`config.mk`:
```
export PLATFORM = sky130hd
export DESIGN_NAME = sound_countdown_timer
export DESIGN_NICKNAME = d
export VERILOG_FILES = /design/src/rtl/sound_countdown_timer_pkg.sv /design/src/rtl/sound_countdown_timer_snd_debounce.sv /design/src/rtl/sound_countdown_timer.sv
export SDC_FILE = /design/constraint.sdc
export NUM_CORES = 1
export LEC_CHECK = 0
export ABC_CLOCK_PERIOD_IN_PS = 3300
export CORE_UTILIZATION = 50
export DETAILED_ROUTE_END_ITERATION = 12
export GPL_ROUTABILITY_DRIVEN = 0
export GPL_TIMING_DRIVEN = 0
export PLACE_DENSITY_LB_ADDON = 0.3
export SLEW_MARGIN = 20
export SYNTH_ARGS = -nofsm -noshare
export SYNTH_HDL_FRONTEND = slang
export SYNTH_SLANG_ARGS = --single-unit
```
`constraint.sdc`:
```
create_clock -name CLK -period 3.3 [get_ports CLK]
set_clock_uncertainty 0.05 [all_clocks]
set_input_delay 0.66 -clock CLK [delete_from_list [all_inputs] [get_ports CLK]]
set_output_delay 0.66 -clock CLK [all_outputs]
set_load 0.02 [all_outputs]
```
`src/rtl/sound_countdown_timer_pkg.sv`:
```
// Shared types and helpers for the sound-gated countdown timer.
//   state_e : controller states
//   mode_e  : sensor gating modes (2'b11 is decoded as M_RELOAD by the timer)
//   bcd_t   : one BCD digit
//   bcd_clamp()   : saturate a digit to 9
//   bcd_is_zero() : digit equals 0
package timer_pkg;

  typedef enum logic [1:0] {
    IDLE = 2'b00,
    RUN  = 2'b01,
    DONE = 2'b10
  } state_e;

  typedef enum logic [1:0] {
    M_RELOAD = 2'b00,
    M_PAUSE  = 2'b01,
    M_FREE   = 2'b10
  } mode_e;

  typedef logic [3:0] bcd_t;

  function automatic bcd_t bcd_clamp(input bcd_t d);
    return (d > 4'd9) ? 4'd9 : d;
  endfunction

  function automatic logic bcd_is_zero(input bcd_t d);
    return (d == 4'd0);
  endfunction

endpackage

```
`src/rtl/sound_countdown_timer_snd_debounce.sv`:
```
// Sensor conditioning: 2-flop synchroniser followed by a level debouncer.
// Q takes a new level only after DEB_CYC consecutive synchronised samples
// that differ from the current Q; any sample equal to Q restarts the count.
// Ports:
//   CLK in  system clock
//   RST in  asynchronous active-high reset
//   D   in  raw asynchronous sensor level
//   Q   out debounced, synchronised level
module snd_debounce #(
  parameter int unsigned DEB_CYC = 16
) (
  input  logic CLK,
  input  logic RST,
  input  logic D,
  output logic Q
);

  localparam int unsigned CW = (DEB_CYC < 2) ? 1 : $clog2(DEB_CYC);

  logic          sync1;
  logic          sync2;
  logic [CW-1:0] cnt;

  always_ff @(posedge CLK or posedge RST) begin
    if (RST) begin
      sync1 <= 1'b0;
      sync2 <= 1'b0;
    end else begin
      sync1 <= D;
      sync2 <= sync1;
    end
  end

  // cnt holds the number of consecutive differing samples already seen,
  // so the DEB_CYC-th differing sample is the one that flips Q.
  always_ff @(posedge CLK or posedge RST) begin
    if (RST) begin
      cnt <= '0;
      Q   <= 1'b0;
    end else if (sync2 == Q) begin
      cnt <= '0;
    end else if (cnt == CW'(DEB_CYC - 1)) begin
      cnt <= '0;
      Q   <= sync2;
    end else begin
      cnt <= cnt + CW'(1);
    end
  end

endmodule

```
`src/rtl/sound_countdown_timer.sv`:
```
// Sound-gated multi-digit BCD countdown timer with internal tick prescaler.
// Ports:
//   CLK         in  system clock
//   RST         in  asynchronous active-high reset
//   EN          in  1 = armed, 0 = idle/preload
//   SOUNDSENSOR in  raw async sensor level
//   MODE        in  00 RELOAD, 01 PAUSE, 10 FREE, 11 RELOAD
//   LOAD_VAL    in  BCD preload (digits >9 clamped to 9)
//   ACK         in  restart from DONE
//   TSEG        out current BCD count
//   LED         out 1 while in DONE
//   DONE_P      out one-cycle pulse on entry into DONE
//   BUSY        out 1 while in RUN
module sound_countdown_timer
  import timer_pkg::*;
#(
  parameter int unsigned DIGITS   = 2,
  parameter int unsigned TICK_DIV = 50_000_000,
  parameter int unsigned DEB_CYC  = 16
) (
  input  logic                CLK,
  input  logic                RST,
  input  logic                EN,
  input  logic                SOUNDSENSOR,
  input  logic [1:0]          MODE,
  input  logic [4*DIGITS-1:0] LOAD_VAL,
  input  logic                ACK,
  output logic [4*DIGITS-1:0] TSEG,
  output logic                LED,
  output logic                DONE_P,
  output logic                BUSY
);

  localparam int unsigned W  = 4 * DIGITS;
  localparam int unsigned PW = $clog2(TICK_DIV);

  state_e        state, state_n;
  logic [W-1:0]  tseg_n;
  logic          done_p_n;
  logic [PW-1:0] presc, presc_n;
  logic          snd;
  logic          tick;

  logic [W-1:0]      load_clamped;
  logic [W-1:0]      dec_val;
  logic [DIGITS-1:0] load_dig_zero;
  logic [DIGITS-1:0] cur_dig_zero;
  logic [DIGITS-1:0] dec_dig_zero;
  logic [DIGITS-1:0] borrow;
  logic              load_zero;
  logic              dec_zero;

  snd_debounce #(
    .DEB_CYC(DEB_CYC)
  ) u_deb (
    .CLK(CLK),
    .RST(RST),
    .D  (SOUNDSENSOR),
    .Q  (snd)
  );

  // Per-digit clamp and ripple-borrow decrement; digit i borrows only when
  // every lower digit is 0.
  for (genvar i = 0; i < DIGITS; i++) begin : g_digit
    assign load_clamped[4*i +: 4] = bcd_clamp(LOAD_VAL[4*i +: 4]);
    assign load_dig_zero[i]       = bcd_is_zero(load_clamped[4*i +: 4]);
    assign cur_dig_zero[i]        = bcd_is_zero(TSEG[4*i +: 4]);
    if (i == 0) begin : g_b0
      assign borrow[i] = 1'b1;
    end else begin : g_bn
      assign borrow[i] = borrow[i-1] & cur_dig_zero[i-1];
    end
    assign dec_val[4*i +: 4] = !borrow[i]      ? TSEG[4*i +: 4] :
                               cur_dig_zero[i] ? 4'd9 :
                                                 TSEG[4*i +: 4] - 4'd1;
    assign dec_dig_zero[i] = bcd_is_zero(dec_val[4*i +: 4]);
  end

  assign load_zero = &load_dig_zero;
  // A zero count saturates at zero rather than wrapping to all nines.
  assign dec_zero  = (&cur_dig_zero) | (&dec_dig_zero);

  assign tick = (state == RUN) && (presc == PW'(TICK_DIV - 1));

  always_ff @(posedge CLK or posedge RST) begin
    if (RST) begin
      state  <= IDLE;
      TSEG   <= '0;
      DONE_P <= 1'b0;
      presc  <= '0;
    end else begin
      state  <= state_n;
      TSEG   <= tseg_n;
      DONE_P <= done_p_n;
      presc  <= presc_n;
    end
  end

  always_comb begin
    state_n  = state;
    tseg_n   = TSEG;
    done_p_n = 1'b0;
    presc_n  = '0;
    if (!EN) begin
      state_n = IDLE;
      tseg_n  = load_clamped;
    end else begin
      unique case (state)
        IDLE: begin
          tseg_n = load_clamped;
          if (load_zero) begin
            state_n  = DONE;
            done_p_n = 1'b1;
          end else begin
            state_n = RUN;
          end
        end
        RUN: begin
          presc_n = tick ? '0 : presc + PW'(1);
          if (tick) begin
            if (MODE == M_FREE || snd) begin
              tseg_n = dec_zero ? '0 : dec_val;
              if (dec_zero) begin
                state_n  = DONE;
                done_p_n = 1'b1;
              end
            end else if (MODE != M_PAUSE) begin
              tseg_n = load_clamped;
            end
          end
        end
        DONE: begin
          tseg_n = '0;
          if (ACK) begin
            tseg_n = load_clamped;
            if (load_zero) begin
              done_p_n = 1'b1;
            end else begin
              state_n = RUN;
            end
          end
        end
        default: begin
          state_n = IDLE;
          tseg_n  = load_clamped;
        end
      endcase
    end
  end

  assign LED  = (state == DONE);
  assign BUSY = (state == RUN);

endmodule
```
==> After elaboration in Yosys (flattened, before gate mapping) <==
Index checks and enable logic that the tools add are counted.
{ "totals": {"ff_bits": 44, "out_inout_bits": 11, "word_cells": 76} }
{ "op_classes": {"n_addsub": 4, "order_cmp": 2, "n_eq_ne": 13, "n_mux": 32, "n_bitwise": 2, "reduce_logical": 15} }
{ "op_table": {"columns": ["op", "count"], "rows": [
  ["$mux 26", 3],
  ["$mux 8", 6],
  ["$mux 4", 7],
  ["$add 26x1->26 const B", 1],
  ["$eq 26x26->1 const B", 1],
  ["$logic_not 4->1", 6],
  ["$pmux 8 s2", 1],
  ["$mux 2", 7],
  ["$reduce_and 2->1", 5],
  ["$ne 3x2->1 const B", 3],
  ["$gt 4x4->1 const B", 2],
  ["$sub 4x1->4 const B", 2],
  ["$mux 1", 6],
  ["$ne 3x3->1 const B", 2],
  ["$pmux 2 s3", 1],
  ["$reduce_and 5->1", 1],
  ["$add 4x1->4 const B", 1],
  ["$eq 2x2->1 const B", 2],
  ["$eq 4x4->1 const B", 1],
  ["$ne 4x2->1 const B", 1],
  ["$pmux 1 s3", 1],
  ["$eq 2x1->1 const B", 1],
  ["$logic_not 2->1", 1],
  ["$ne 2x1->1 const B", 1],
  ["5 further kinds", 5]
]} }

==> Depth between registers and ports, before layout <==
Gate-level depths: netlist of the first run.
{ "logic_depth": {"ltp_word": 11, "mapped_depth": 9, "depth_no_buf": 7} }

==> Modules after synthesis <==
Synthesis of the first run repeated with hierarchy kept, for this count alone.
{ "hier_totals": {"cells_unflattened": 261, "hier_area_um2": 2477.4} }
{ "by_module_without_submodules": {"columns": ["mod", "n_inst", "cells_per_inst", "area_per_inst_um2"], "rows": [
  ["sound_countdown_timer", 1, 242, 2203.4],
  ["snd_debounce", 1, 19, 274.0]
]} }

==> Worst setup path before layout of the first run <==
Ideal clock, no wire load.
{ "synth_path": {"path_kind": "reg2reg", "from": "register state[1]", "to": "register TSEG[4]", "t_arrival_ns": 2.213, "required_ns": 3.118, "slack_ns": 0.905, "path_stages_with_launch": 10, "period_less_slack_ns": 2.395, "path_cell_list": "dfrtp_1 > inv_1 > ha_1 > clkbuf_1 > nor4bb_1 > nand4_1 > o31a_1 > buf_6 > a31oi_1 > o32ai_2"} }
{ "synth_between": {"elab_chain_len": 4} }
{ "synth_lines": {"columns": ["item", "line_no", "source"], "rows": [
  ["from (decl)", "sound_countdown_timer.sv:37", "state_e state, state_n;"],
  ["from (signal assigned)", "sound_countdown_timer.sv:92", "state <= state_n;"],
  ["$eq 2x1->1 (*)", null, null],
  ["via BUSY", "sound_countdown_timer.sv:31", "output logic BUSY"],
  ["$logic_and 1x1->1", "sound_countdown_timer.sv:83", "assign tick = (state == RUN) && (presc == PW'(TICK_DIV - 1));"],
  ["$ne 3x2->1 (no line)", null, null],
  ["$reduce_and 2->1 (no line)", null, null],
  ["to (signal assigned)", "sound_countdown_timer.sv:93", "TSEG <= tseg_n;"],
  ["to (decl)", "sound_countdown_timer.sv:28", "output logic [4*DIGITS-1:0] TSEG,"]
]} }
Mark *: on every way through the listed nets, which the timed path passes. The rest lies on a longest branch.
A chain may end at the register's enable or synchronous reset.

==> Final worst setup path of the first run <==
{ "layout_path": {"from": "register state[1]", "to": "register state[1]"} }
{ "layout_between": {"elab_chain_len": 4} }
{ "layout_lines": {"columns": ["item", "line_no"], "rows": [
  ["$eq 2x1->1", "sound_countdown_timer.sv:83, sound_countdown_timer.sv:108"],
  ["$logic_and 1x1->1", "sound_countdown_timer.sv:83"],
  ["$ne 3x2->1 (no line)", null],
  ["$reduce_and 5->1 (no line)", null]
]} }
Several ways; a longest one is shown, not always the timed one.

==> results by group, run 1 <==
Setup path
  – Critical-path top delay cell: sky130_fd_sc_hd__o21ai_0
  – Number of cells on the worst reg-to-reg path: 8
  – Beginning of the worst register-to-register path: state[1]
  – Critical path buffer and inverter count: 2
  – Capturing point of the worst reg2reg path: state[1]
  – Required arrival time at the worst endpoint: 3.43 ns
  – CP Class: reg -> reg
  – Critical Path, Cell by Cell: inv_1 > ha_1 > clkbuf_1 > nor4bb_1 > nand4_1 > o21ai_0 > nand2_1 > o311a_1
  – Data arrival time of the worst path: 2.86 ns
  – Cell class contributing the biggest share of worst-path delay: compound AO/OA/AOI/OAI gates
  – Critical path fanouts, max: 9
  – Maximum single-stage delay on the critical path: 0.49 ns
  – Setup slack on the worst flop-to-flop path: between 0.5 and 0.6 ns
  – Launching element type of the critical path: register
  – Category of the worst setup path capture point: register

Drt
  – Number of iterations in the first detailed-routing pass: 5
  – Vias after detailed routing: approximately 2100
  – Number of nets with antenna violations after routing: 0
  – Routed via count divided by cell count: between 5 and 6
  – Detailed Route Iter0 Violations: 143
  – Post-DR wirelength/cell: between 10 and 15 um
  – Uppermost routed layer: met4
  – Routed length on met2: 2.47 mm
  – Met3 routed wirelength: between 100 and 150 um
  – DRT met1 WL: 2.58 mm
  – Remaining DRCs: 0
  – Drt total wl: 5.27 mm

Pwr
  – Part of the total power dissipated in sequential elements: 0.408
  – Combinational power share: 0.350
  – Power density over the cells: 547 nW/um2
  – IR drop worst, VDD: 255 uV
  – Net switching share of the total power: 0.347
  – Clock group share of total power: 0.242
  – Leakage power: 1.18 nW
  – Cell Int Power: 1.05 mW
  – Switching power of the nets: 0.558 mW

CTS
  – Largest buffer count on any clock path: 2
  – Root buffer selected by CTS: sky130_fd_sc_hd__clkbuf_8
  – Total of hold buffers inserted after clock tree synthesis: 0
  – Worst-Skew Late Latency: 0.29 ns
  – CTS tree: built
  – Total CTS buffers: 5
  – Post-CTS setup-driven buffer insertion count: 0
  – Number of gates resized after CTS: 0
  – Clock sink total: 44
  – Clock-pin slew on the worst setup and hold paths: approximately 0.08 ns
  – H-tree level count: 2

Global route
  – Antenna violations before repair: 0
  – Vias in the first global route: 2027
  – Pin count of the biggest net entering global routing: 35
  – Global Route Usage Sum: 0.223
  – Global-route wire length before repair: slightly above 9 mm
  – Remaining global-route overflow: 0

Hold path
  – Worst Hold Path Cells: 0
  – Worst min-delay path startpoint: u_deb.sync1
  – Hold path endpoint: u_deb.sync2
  – Classification of the worst-slack hold path: reg -> reg

Logic synthesis
  – Count of cell types in the netlist: 47
  – Net count after synthesis: between 200 and 300
  – Share of the synthesized netlist area taken by xor and xnor gates: 0.0917
  – Synth warn: 0
  – Synthesized area per cell: 9.16 um2
  – Post-synthesis instance total: 271
  – Simple-gate share of the synthesized area: 0.258
  – Proportion of synthesized area in mux cells: 0.00907
  – Dominant combinational cell family by area after synthesis: simple AND/OR/NAND/NOR gates
  – Flops & latches, synth: 44
  – Post-synth EDFFs: 0
  – Most common flop cell mapped by yosys: sky130_fd_sc_hd__dfrtp_1
  – Share of synthesized cell area in full adder, half adder and majority cells: 0.0302
  – Complex-gate fraction of the synthesized area: 0.132
  – Async set or reset register ratio after synthesis: 1.00
  – Fraction of the yosys area taken by sequential cells: 0.443
  – Synthesized area: 2480 um2

Final layout
  – Post-Layout Inst Area: 2940 um2
  – Number of inserted diodes: 0
  – Util after Layout: 0.619
  – Count of nets after finishing: ~330
  – Fraction of layout cells with a size suffix above 1: 0.0627
  – Area Growth Syn to Fin: 18.5%

Placement
  – Half-perimeter wire length of the detailed placement result: 3.87 mm
  – Pre-CTS setup slack: 0.616 ns
  – Area of placed instances: 2840 um2
  – Number of I/O port buffers: 25

STA
  – Transition time at the pin with the least slew margin: 0.970 ns
  – Minimum clock period: 2.73 ns
  – Worst slack on hold paths: 0.303 ns
  – Worst slew slack as a fraction of its limit: 0.348
  – Tcrit/Tclk final: 0.827
  – Final setup TNS: 0 ns
  – Final setup vio count: 0
  – Upper clock frequency limit: 366 MHz
  – Setup WS post-layout: 0.571 ns
  – Final hold violation count: 0
  – Setup repair after global routing missed its margin: no
  – Final Slew Violations: 0

Floorplan
  – Floorplan Core Area: around 4800 um2
  – Total Die Area: 5250 um2
  – Overall die width: roughly 72 um
  – Height of the chip: between 70 and 80 um
  – Initial cell density of the core: 0.522
  – Boundary Pins: 26
  – Cell Rows: 25

Status
  – Outcome: finished clean

Flow run
  – Max cap viols: 0
-- sequential cells by signal, summed over array words and instances, names as in the netlist --
register and count:
DONE_P 1, TSEG 8, presc 26, state 2
u_deb.Q 1, u_deb.cnt 4, u_deb.sync1 1, u_deb.sync2 1
-- area by class of cell --
cell class,instances,area (um2)
inverter,15,56.3
buffer,6,30.0
clock inverter,1,30.0
timing repair buffer,26,270
multi-input combinational,206,1300
clock buffer,5,68.8
sequential,44,1100
tap,67,83.8
fill,425,1810
-- placed cells by master, fill, tap and decap left out, types with 6 or more instances in the layout --
| master | n |
|---|---|
| sky130_fd_sc_hd__clkdlybuf4s50_1 | 25 |
| sky130_fd_sc_hd__nand4_1 | 10 |
| sky130_fd_sc_hd__xor2_1 | 16 |
| sky130_fd_sc_hd__a21oi_1 | 8 |
| sky130_fd_sc_hd__inv_1 | 14 |
| sky130_fd_sc_hd__nand3_1 | 13 |
| sky130_fd_sc_hd__and3_1 | 10 |
| sky130_fd_sc_hd__nand2_1 | 18 |
| sky130_fd_sc_hd__nor2_1 | 45 |
| sky130_fd_sc_hd__o21ai_0 | 7 |
| sky130_fd_sc_hd__xnor2_1 | 10 |
| sky130_fd_sc_hd__dfrtp_1 | 44 |
| sky130_fd_sc_hd__ha_1 | 6 |
-- how the worst max path moves through the flow --
stage | from | endpoint | slack (ns) | depth (start not counted)
final | state[1] | state[1] | 0.57 | 8
after global routing | state[1] | presc[24] | 0.23 | 8
after CTS | state[1] | presc[24] | 0.55 | 8
after detailed placement | state[1] | presc[9] | 0.62 | 8
after global placement | RST | presc[14] | 0.63 | 2
after floorplan | state[1] | TSEG[4] | 0.90 | 9
-- power by group through the flow --
stage | clock [mW] | sequential, mW | combinational [mW]
3_5_place_dp | 0 | 0.668 | 0.562
6_report | 0.390 | 0.656 | 0.564
3_3_place_gp | 0 | 0.664 | 0.550
2_1_floorplan | 0 | 0.692 | 0.339
4_1_cts | 0.401 | 0.657 | 0.565
5_1_grt | 0.416 | 0.664 | 0.621
-- metal layers --
metal / track usage / up-vias
met4: 0.0697 / 0
met1: 0.306 / 994
met3: 0.0319 / 8
met2: 0.367 / 36
met5: 0 / -
li1: - / 1028
-- cell usage after synthesis, drive strengths merged, types with 4 or more instances --
master | number | area share
o21a | 4 | 0.012
a31oi | 5 | 0.013
nand2 | 18 | 0.027
o21ai | 8 | 0.018
clkbuf | 5 | 0.0076
dfrtp | 44 | 0.44
nand4 | 10 | 0.025
inv | 15 | 0.023
nor3b | 4 | 0.012
a21oi | 8 | 0.016
nand3 | 13 | 0.026
xor2 | 16 | 0.056
xnor2 | 10 | 0.035
nor3 | 5 | 0.010
ha | 6 | 0.030
nor4 | 6 | 0.015
nor2 | 45 | 0.068
and3 | 10 | 0.025
-- through the flow --
step                std cells  power [mW]
finish                    370        1.61
CTS                       370        1.62
global route              370        1.70
detailed placement        364        1.23
global placement          363        1.21
floorplan                 271        1.03
-- kinds of logic (layout without fill, tap and decap cells) --
| family | after synthesis | count (layout) |
|---|---|---|
| XOR/XNOR | 26 | 26 |
| adder cells (fa/ha/maj) | 6 | 6 |
| flip-flops | 44 | 44 |
| AO/OA/AOI/OAI | 46 | 46 |
| buffers and inverters | 21 | 53 |
| multiplexers | 2 | 2 |
| AND/OR/NAND/NOR | 126 | 126 |
(Power assumes the default switching activity.)
==> run 2, diff against run 1 <==
ABC_CLOCK_PERIOD_IN_PS = 2650   (was 3300)
clock period = 2.65 ns   (was 3.3 ns; I/O delays follow)
==> results by group, run 2 (synthesis gave the netlist of run 1 again) <==
Floorplan
  – Floorplan Core Area: 4750 um2
  – Boundary Pins: 26
  – Total Die Area: between 5000 and 6000 um2
  – Cell Rows: 25
  – Height of the chip: 72.5 um
  – Overall die width: about 72 um
  – Initial cell density of the core: 0.522

Final layout
  – Max FFs per register: 26
  – Fraction of layout cells with a size suffix above 1: 0.0762
  – Most frequent standard cell in the layout excluding fill and tap cells: sky130_fd_sc_hd__nor2_1
  – Commonest cells after routing, fill and taps aside: 45 x sky130_fd_sc_hd__nor2_1, 44 x sky130_fd_sc_hd__dfrtp_1, 25 x sky130_fd_sc_hd__clkdlybuf4s50_1
  – Number of inserted diodes: 0
  – Largest register by flop count: presc
  – Area Growth Syn to Fin: 18.8%
  – Count of non-filler cells in the finished layout: approximately 370
  – Count of nets after finishing: 324
  – Filler instances: 424
  – Top Registers: presc x26, TSEG x8, u_deb.cnt x4

STA
  – Tcrit/Tclk final: 0.909
  – Worst slew slack as a fraction of its limit: 0.357
  – Final Slew Violations: 0
  – Final setup vio count: 0
  – Upper clock frequency limit: between 400 and 500 MHz
  – Worst slack on hold paths: 0.303 ns
  – Setup repair after global routing missed its margin: no
  – Final hold violation count: 0
  – Minimum clock period: 2.41 ns
  – Transition time at the pin with the least slew margin: 0.958 ns

Flow run
  – Max cap viols: 0

Drt
  – Number of nets with antenna violations after routing: 0
  – Vias after detailed routing: 2090
  – Number of iterations in the first detailed-routing pass: 4
  – Post-DR wirelength/cell: 14.3 um
  – Detailed Route Iter0 Violations: 120
  – Drt total wl: roughly 5.3 mm
  – Routed via count divided by cell count: 5.66
  – Remaining DRCs: 0

Setup path
  – CP Class: reg -> reg
  – Critical Path, Cell by Cell: inv_1 > ha_2 > nor4bb_2 > nand4_1 > o31a_1 > buf_6 > a31oi_1 > o32ai_2
  – Data arrival time of the worst path: 2.54 ns
  – Number of cells on the worst reg-to-reg path: 8
  – Startpoint of the most critical setup path: state[1]
  – Maximum single-stage delay on the critical path: 0.44 ns
  – Setup slack on the worst flop-to-flop path: 0.24 ns
  – Critical path fanouts, max: 10
  – Critical-path top delay cell: sky130_fd_sc_hd__dfrtp_1
  – Beginning of the worst register-to-register path: state[1]
  – Capturing point of the worst reg2reg path: TSEG[4]
  – Category of the worst setup path capture point: register
  – Launching element type of the critical path: register
  – Required arrival time at the worst endpoint: 2.78 ns

Global route
  – Antenna violations before repair: 0
  – Global Route Usage Sum: 0.223
  – Pin count of the biggest net entering global routing: 35
  – Remaining global-route overflow: 0
  – Global-route wire length before repair: 9.19 mm
  – Vias in the first global route: 2026

CTS
  – Largest buffer count on any clock path: 2
  – Clock sink total: 44
  – Total CTS buffers: 5
  – H-tree level count: 2
  – Total of hold buffers inserted after clock tree synthesis: 0
  – Worst-Skew Late Latency: 0.29 ns
  – CTS tree: built
  – Clock-pin slew on the worst setup and hold paths: 0.09 ns
  – Root buffer selected by CTS: sky130_fd_sc_hd__clkbuf_8

Hold path
  – Worst min-delay path startpoint: u_deb.sync1
  – Worst Hold Path Cells: 0
  – Classification of the worst-slack hold path: reg -> reg
  – Hold path endpoint: u_deb.sync2

Status
  – Outcome: finished clean

Pwr
  – Leakage power: 1.18 nW
  – Sum of internal, switching and leakage power: about 2.0 mW
  – IR drop worst, VDD: roughly 320 uV
  – Power density over the cells: 682 nW/um2

Placement
  – Half-perimeter wire length of the detailed placement result: between 3 and 4 mm
  – Dpl cells: between 300 and 400
  – Number of I/O port buffers: 25
==> run 2: changes by cell type in the layout (fill, tap and decap cells not counted), sizes merged <==
| cell | before | now |
|---|---|---|
| clkbuf | 10 | 9 |
==> run 2: repair_timing <==
item                       4_1_cts  5_1_grt
buffers inserted                 0        0
cloned                           0        0
hold endpoints to repair         0        0
setup endpoints to repair       23       27
pin swaps                        0        1
gates resized for setup          3        2
==> run 2: area by class of cell <==
class | instances | area, um2 | share of cell area
timing repair buffer | 26 | 270 | 0.0916
clock buffer | 5 | 68.8 | 0.0233
buffer | 5 | 28.8 | 0.00975
sequential | 44 | 1100 | 0.373
clock inverter | 1 | 30.0 | 0.0102
inverter | 15 | 56.3 | 0.0191
multi-input combinational | 206 | 1310 | 0.444
tap | 67 | 83.8 | 0.0284
==> run 2: worst max-delay path by stage <==
stage / endpoint / cells after the start
final: TSEG[4] / 8
after global routing: TSEG[4] / 8
after CTS: TSEG[4] / 8
after detailed placement: presc[9] / 8
after global placement: presc[21] / 8
after floorplan: TSEG[4] / 9
==> run 2: critical path: cells and delay by family (launching register included) <==
family / cells / cell delay (ns)
compound gates: 3 / 0.71
fa+ha+maj: 1 / 0.31
buf+inv: 2 / 0.30
flops: 1 / 0.44
simple gates: 2 / 0.48
==> run 2: power breakdown <==
group	total [mW]	leakage (nW)	internal [mW]	switching [mW]
Sequential	0.818	0.593	0.733	0.0853
Clock	0.486	0.0501	0.271	0.215
Combinational	0.707	0.537	0.312	0.395
==> run 2: per-stage QoR <==
stage                     setup TNS [ns]   util  cell area (um2)  setup WS [ns]
final                                  0  0.621             2950          0.241
after floorplan                        0      -             2480          0.255
after global placement                 0  0.593             2820         0.0126
after detailed placement          -0.392  0.598             2840        -0.0343
after global routing                   0  0.621             2950         0.0203
after CTS                              0  0.619             2940         0.0790
==> run 2: layer usage <==
metal	vias up	global-route usage	wire, um
li1	1024	-	-
met1	1007	0.306	2530
met2	51	0.366	2460
met3	8	0.0319	213
met4	0	0.0697	74
met5	-	0	0
